--- config.mk ---
export PLATFORM = sky130hd
export DESIGN_NAME = frame_capture_writer
export DESIGN_NICKNAME = d
export VERILOG_FILES = /design/src/rtl/frame_capture_writer_pkg.sv /design/src/rtl/rgb565_assembler.sv /design/src/rtl/frame_capture_writer.sv
export SDC_FILE = /design/constraint.sdc
export NUM_CORES = 1
export LEC_CHECK = 0
export CAP_MARGIN = 20
export CORE_UTILIZATION = 35
export CTS_CLUSTER_DIAMETER = 200
export CTS_CLUSTER_SIZE = 30
export DETAILED_ROUTE_END_ITERATION = 12
export PLACE_DENSITY = 0.68
export SETUP_SLACK_MARGIN = 0.3
export SLEW_MARGIN = 40
export SYNTH_ARGS = -nofsm -noshare
export SYNTH_HDL_FRONTEND = slang
export SYNTH_SLANG_ARGS = --single-unit
--- constraint.sdc ---
create_clock -name CLK25 -period 2.25 [get_ports CLK25]
set_input_delay 0.225 -clock CLK25 [delete_from_list [all_inputs] [get_ports CLK25]]
set_output_delay 0.225 -clock CLK25 [all_outputs]
set_load 0.02 [all_outputs]
--- src/rtl/frame_capture_writer_pkg.sv ---
// rtl/frame_capture_writer_pkg.sv - shared constants, FSM encoding and pixel conversion for frame capture
package frame_capture_writer_pkg;

    localparam int FRAME_W      = 320;
    localparam int FRAME_H      = 240;
    localparam int FRAME_PIXELS = FRAME_W * FRAME_H;
    localparam int ADDR_W       = 17;

    typedef enum logic [1:0] {
        ST_IDLE   = 2'd0,
        ST_SYNC   = 2'd1,
        ST_ACTIVE = 2'd2
    } cap_state_t;

    // Keep the top bits of each colour channel: R5[4:1], G6[5:2], B5[4:1].
    function automatic logic [11:0] rgb565_to_rgb444(input logic [7:0] hi, input logic [7:0] lo);
        return {hi[7:4], hi[2:0], lo[7], lo[4:1]};
    endfunction

endpackage

--- src/rtl/rgb565_assembler.sv ---
// rtl/rgb565_assembler.sv - pairs camera bytes into RGB565 pixels and converts them to RGB444
module rgb565_assembler
    import frame_capture_writer_pkg::*;
(
    input  logic        CLK25,
    input  logic        rst_i,
    input  logic        enable,
    input  logic        href,
    input  logic [7:0]  din,
    output logic        pix_valid,
    output logic [11:0] pix_data
);

    logic       phase;
    logic [7:0] hi;

    always_ff @(posedge CLK25) begin
        if (rst_i) begin
            phase <= 1'b0;
            hi    <= 8'h00;
        end else if (!enable || !href) begin
            // A half-received pixel is dropped when the line or frame ends.
            phase <= 1'b0;
        end else begin
            phase <= ~phase;
            if (!phase) begin
                hi <= din;
            end
        end
    end

    assign pix_valid = enable & href & phase;
    assign pix_data  = rgb565_to_rgb444(hi, din);

endmodule

--- src/rtl/frame_capture_writer.sv ---
// rtl/frame_capture_writer.sv - camera frame capture into a 320x240 RGB444 frame buffer
module frame_capture_writer
    import frame_capture_writer_pkg::*;
#(
    parameter int FRAME_PIXELS = frame_capture_writer_pkg::FRAME_PIXELS,
    parameter int DECIMATE     = 1
) (
    input  logic              CLK25,
    input  logic              rst_i,
    input  logic              vsync,
    input  logic              href,
    input  logic [7:0]        din,
    output logic              we,
    output logic [ADDR_W-1:0] address,
    output logic [11:0]       data,
    output logic              frame_done,
    output logic              overflow
);

    localparam logic [ADDR_W-1:0] PTR_LIMIT = ADDR_W'(FRAME_PIXELS);

    cap_state_t        state;
    logic [ADDR_W-1:0] wr_ptr;
    logic              line_par;
    logic              pix_par;
    logic              href_d;
    logic              capture;
    logic              pix_valid;
    logic [11:0]       pix_data;
    logic              keep;

    // The cycle in which vsync rises aborts the line, so no pixel completes then.
    assign capture = (state == ST_ACTIVE) && !vsync;
    assign keep    = (DECIMATE == 0) || (!pix_par && !line_par);

    rgb565_assembler u_asm (
        .CLK25     (CLK25),
        .rst_i     (rst_i),
        .enable    (capture),
        .href      (href),
        .din       (din),
        .pix_valid (pix_valid),
        .pix_data  (pix_data)
    );

    always_ff @(posedge CLK25) begin
        if (rst_i) begin
            state      <= ST_IDLE;
            we         <= 1'b0;
            address    <= '0;
            data       <= 12'h000;
            frame_done <= 1'b0;
            overflow   <= 1'b0;
            wr_ptr     <= '0;
            line_par   <= 1'b0;
            pix_par    <= 1'b0;
            href_d     <= 1'b0;
        end else begin
            we         <= 1'b0;
            frame_done <= 1'b0;
            href_d     <= href;
            case (state)
                ST_IDLE: begin
                    if (vsync) begin
                        state <= ST_SYNC;
                    end
                end
                ST_SYNC: begin
                    wr_ptr   <= '0;
                    line_par <= 1'b0;
                    pix_par  <= 1'b0;
                    overflow <= 1'b0;
                    if (!vsync) begin
                        state <= ST_ACTIVE;
                    end
                end
                ST_ACTIVE: begin
                    if (vsync) begin
                        state      <= ST_SYNC;
                        frame_done <= 1'b1;
                    end else begin
                        if (!href) begin
                            pix_par <= 1'b0;
                        end else if (pix_valid) begin
                            pix_par <= ~pix_par;
                        end
                        if (href_d && !href) begin
                            line_par <= ~line_par;
                        end
                        if (pix_valid && keep) begin
                            if (wr_ptr == PTR_LIMIT) begin
                                overflow <= 1'b1;
                            end else begin
                                we      <= 1'b1;
                                address <= wr_ptr;
                                data    <= pix_data;
                                wr_ptr  <= wr_ptr + 1'b1;
                            end
                        end
                    end
                end
                default: state <= ST_IDLE;
            endcase
        end
    end

endmodule

== Yosys cells after proc, flatten, opt, wreduce, memory -nomap -nowiden ==
Cells that the tools add are included.

* Register bits after elaboration: 63
* Bits in latches: 0
* Bits in writable memories: 0
* ROM bits: 0
* Input bits: 12
* Output and inout bits: 32
* Memories kept: 0

* Add/sub/neg operators: 1
* Multiply operators: 0
* Div/mod/pow operators: 0
* Order comparisons: 0
* Equal/unequal tests: 11
* Shift operators: 0
* Muxes and demuxes: 20
* Bitwise operators: 10
* Reductions and logical operators: 23

{| class="wikitable"
|+ Operators by type and width
! kind !! number
|-
| 17-bit two-way mux || 3
|-
| 17-bit case mux with 2 select lines || 1
|-
| 17-bit by 1-bit adder with 17-bit output (second input constant) || 1
|-
| 17-bit == test (second input constant) || 1
|-
| 4-bit AND reduction || 3
|-
| 1-bit two-way mux || 10
|-
| 2-bit by 1-bit != test with 1-bit output (second input constant) || 4
|-
| 1-bit inverter || 8
|-
| 2-bit != test (second input constant) || 3
|-
| 1-bit case mux with 2 select lines || 3
|-
| 3-bit AND reduction || 2
|-
| 2-bit OR reduction || 3
|-
| 1-bit zero test || 5
|-
| 1-bit logical AND || 4
|-
| 2-bit two-way mux || 2
|-
| 2-bit case mux with 2 select lines || 1
|-
| 2-bit AND reduction || 2
|-
| 4-bit OR reduction || 1
|-
| 3-bit != test (second input constant) || 1
|-
| 1-bit AND || 2
|-
| 2-bit by 1-bit == test with 1-bit output (second input constant) || 1
|-
| 2-bit == test (second input constant) || 1
|-
| 2-bit zero test || 1
|-
| 2-bit nonzero test || 1
|-
| 1-bit logical OR || 1
|}

== Logic depth before layout (Yosys ltp) ==
* Depth in word-level cells: 8
* Gate-level depth with buffers: 9

== By module ==
A second synthesis with hierarchy kept.

* Cell total of the unflattened synthesis: 346
* Area total of the unflattened synthesis: 2910.3 um^2

{| class="wikitable"
|+ By module, submodules not included
! module !! instances !! cells each !! area each (um^2)
|-
| frame_capture_writer || 1 || 307 || 2516.2
|-
| rgb565_assembler || 1 || 39 || 394.1
|}

== Worst setup path before layout ==
No wires, ideal clock.

* Path type: reg2reg
* Start point: reg wr_ptr[0]
* End point: reg wr_ptr[15]
* Arrival time: 1.645 ns
* Path slack: 0.510 ns
* Cell stages (with the launch flop): 9
* Clock period less this slack: 1.740 ns
* Cells stage by stage: dfxtp_1 -> inv_1 -> ha_1 -> nor4b_2 -> nand4_1 -> nand2_1 -> buf_4 -> or4_1 -> o311ai_1

* Longest elaborated chain between the ends: 5
* Elaborated cells on any way between the ends: 8
* Those cells by class: add/sub (1); eq/ne (2); mux (4); reduce/logical (1)

{| class="wikitable"
|+ RTL lines
! what !! RTL line !! RTL
|-
| start, declared || frame_capture_writer.sv:23 || <nowiki>logic [ADDR_W-1:0] wr_ptr;</nowiki>
|-
| start signal, assigned || frame_capture_writer.sv:97 || <nowiki>wr_ptr <= wr_ptr + 1'b1;</nowiki>
|-
| 17-bit by 1-bit adder with 17-bit output || frame_capture_writer.sv:97 ||
|-
| 17-bit two-way mux || frame_capture_writer.sv:91 || <nowiki>if (wr_ptr == PTR_LIMIT) begin</nowiki>
|-
| 17-bit two-way mux || frame_capture_writer.sv:90 || <nowiki>if (pix_valid && keep) begin</nowiki>
|-
| 17-bit two-way mux || frame_capture_writer.sv:78 || <nowiki>if (vsync) begin</nowiki>
|-
| 17-bit case mux with 2 select lines || frame_capture_writer.sv:62 || <nowiki>case (state)</nowiki>
|}

Parallel ways exist; a longest one is shown, timed or not. The select of a mux whose other input is x is not followed.
A chain may end at the register's enable or synchronous reset.

== Worst setup path after layout ==
* Start point: reg wr_ptr[0]
* End point: reg wr_ptr[2]

Same word-level chain as after synthesis.

==> impl_results.md <==
* Outcome: finished clean
* Slack of the worst reg-to-reg path at 370 ps
* Syn nets at 337
* Met3 Use GR at 4.34%
* Pleak at 0.00123 uW
* Final hold viol count at 0
* Combinational share of power at 3.6%
* Die X at 89.2 microns
* Total Power at 2160 uW
* HP Class: primary input to flip-flop
* Critical Path RT at 2490 ps
* Sequential share of the synthesized area at 46.6%
* GRT Util Overall at 17.0%
* Critical Path Sink Type: flip-flop
* Clk pwr share at 45.5%
* Skew final at 13.3 ps
* CP startpoint kind: flip-flop
* Grt met1 use at 23.5%
* Register Area at 1250 sq um
* Period utilization at 83.6%
* Initial core utilization at 36.5%
* Clock Tree Root: clkbuf_8
* # hold bufs at CTS at 0
* Multi-input logic area at 1300 sq um
* Post-DP HPWL at 4210 microns
* Skew-Pair Late Insertion Delay at 350 ps
* Area Overhead vs Synth at 29.7%
* CTS sink cnt at 62
* Most used DFF post-synth: dfxtp_1
* Unrepaired setup endpoints after global routing: yes
* Via density at 5.24
* First-pass GRT wire length at 10200 microns
* Worst r2r src: wr_ptr[0]
* Number of antenna-violating nets in the routed design at 0
* Worst setup path endpoint: wr_ptr[2]
* Die Ht at 89.2 microns
* CTS buffer count at 9
* Fillcell total at 750
* DR iter-0 viols at 162
* Maximum VDD drop at 0.288 mV
* CTS tree: yes
* Power Density at 626 nW/um^2
* Die ar. at 7960 sq um
* DR DRC count at 0
* Post-Syn Area at 2660 sq um
* Critical path origin: wr_ptr[0]
* Final setup TNS at 0 ps
* RR Endpoint: wr_ptr[2]
* Busiest grt layer: met2
* Final max-slew violation count at 0
* Flops & latches, synth at 62
* Net Switching at 518 uW
* Setup violators final at 0
* N_diodes at 0
* M2 GR Usage at 24.1%
* Number of global-route vias before repair at 2083
* TritonRoute pass-1 iters at 4
* Register-to-Register Path Depth at 7
* CTS max path bufs at 2
* Final net count at 383
* Pin count of the biggest net entering global routing at 29
* IO Count at 44
* Port bufs at 43
* Slew of the pin with the lowest slew margin at 481 ps
* Sw Share at 23.9%
* Mapped Cells at 323
* Internal at 1640 uW
* Mean routed wirelength per cell at 13.2 microns
* Core Area at 7290 sq um
* Worst rel slew slack at 68.0%
* Worst Path Arrival at 2130 ps
* Reg power frac at 50.9%
* Fmax at 0.531 GHz
* Async SR Flop Fraction at 0%
* Max-Cap Viols at 0
* GR Overflow Total at 0
* H-tree depth at 3
* Distinct cell type count after synthesis at 48
* FP Rows at 31
* YS warnings at 0
* Routed Wire Length at 6270 microns
* Reg clk slew, reported paths at 80 ps
* Placer Congestion at 0.868
* Hold Path Origin: rst_i
* Initial antenna violation count at 0
* Min cycle time layout at 1880 ps
* WS Path Type: flip-flop to flip-flop
* Vias at 2477
* Syn avg cell area at 8.24 sq um
* EDFF count, synth at 0
* Layout cell share with drive strength beyond 1 at 13.6%
* Worst-path maximum fanout at 7
==> critical path, cell delays in order, from the launching register on <==
cell      delay [ps]
dfxtp_4          350
inv_2             60
ha_2             180
nor4b_4          170
nand4_1          220
nand2_1          250
nand2_1          220
a311oi_2         330
==> per-layer routing <==
layer | up-vias | routed length (microns)
met3 | 12 | 358
met4 | 0 | 114
li1 | 1226 | -
met2 | 67 | 2730
met1 | 1172 | 3070
met5 | - | 0
==> registers in the layout, summed over array words and instances, names as in the netlist <==
name,count
data,12
address,17
we,1
pix_par,1
line_par,1
wr_ptr,17
state,2
overflow,1
u_asm.phase,1
href_d,1
frame_done,1
u_asm.hi,7
==> timing repair <==
item                       CTS  global route
resized for setup            0            12
pin swaps                    2             3
setup buffers                3             3
setup endpoints to repair    8            45
==> final cells by class <==
type / instances / share of cell area, %
timing repair buffer: 60 / 16.1
tap: 99 / 3.59
clock inverter: 7 / 2.14
sequential: 62 / 36.1
multi-input combinational: 228 / 37.6
inverter: 8 / 0.870
clock buffer: 9 / 3.59
==> how the worst min path moves through the flow <==
stage	end	slack, ps	depth (start not counted)
floorplan	state[1]	300	1
global placement	data[11]	440	2
detailed placement	address[13]	450	2
CTS	we	270	2
global route	we	310	2
finish	we	280	2
==> logic make-up after synthesis <==
family / count (synthesis) / synth area share (%)
AOI/OAI and AO/OA: 70 / 16.3
adders and majority gates: 2 / 0.940
buffers and inverters: 33 / 6.21
DFF: 62 / 46.6
muxes: 8 / 3.06
and+or+nand+nor: 148 / 26.8
==> placed cells by master, fill, tap and decap left out, drive strengths merged, types with 7 or more instances in the layout <==
cell type / count
a21oi: 40
buf: 18
clkbuf: 9
clkdlybuf4s50: 42
dfxtp: 62
inv: 8
mux2i: 7
nand2: 77
nand3: 11
nand4: 8
nor2: 22
==> Yosys cell counts, types with 4 or more instances <==
library cell / n / area, sq um
inv_1: 7 / 26.3
dfxtp_1: 62 / 1240
nand3_1: 11 / 55.1
a311oi_1: 5 / 43.8
nand2_1: 77 / 289
clkbuf_1: 11 / 41.3
or4_1: 4 / 30.0
nand4_1: 8 / 50.1
mux2i_1: 7 / 70.1
a21oi_1: 40 / 200
a31oi_1: 5 / 31.3
nor2_1: 22 / 82.6
a21o_1: 5 / 37.5
buf_2: 8 / 40.0
==> stage by stage <==
step                cell area (sq um)  setup WS (ps)  util, %  hold WS, ps  cells
finish                           3450            368     47.3          284    473
global route                     3450            253     47.3          309    473
CTS                              3380            321     46.3          273    470
detailed placement               3160            169     43.3          446    451
global placement                 3160            227     43.3          441    451
floorplan                        2660            510        -          303    323
==> power groups by stage <==
| stage | Sequential (uW) | Clock (uW) | Combinational [uW] |
|---|---|---|---|
| 6_report | 1100 | 983 | 78.5 |
| 5_1_grt | 1100 | 1050 | 86.0 |
| 4_1_cts | 1100 | 1000 | 77.0 |
| 3_5_place_dp | 1130 | 0 | 76.8 |
| 3_3_place_gp | 1130 | 0 | 76.1 |
| 2_1_floorplan | 1130 | 0 | 40.2 |
No activity file was read; power rests on OpenSTA's default activity.
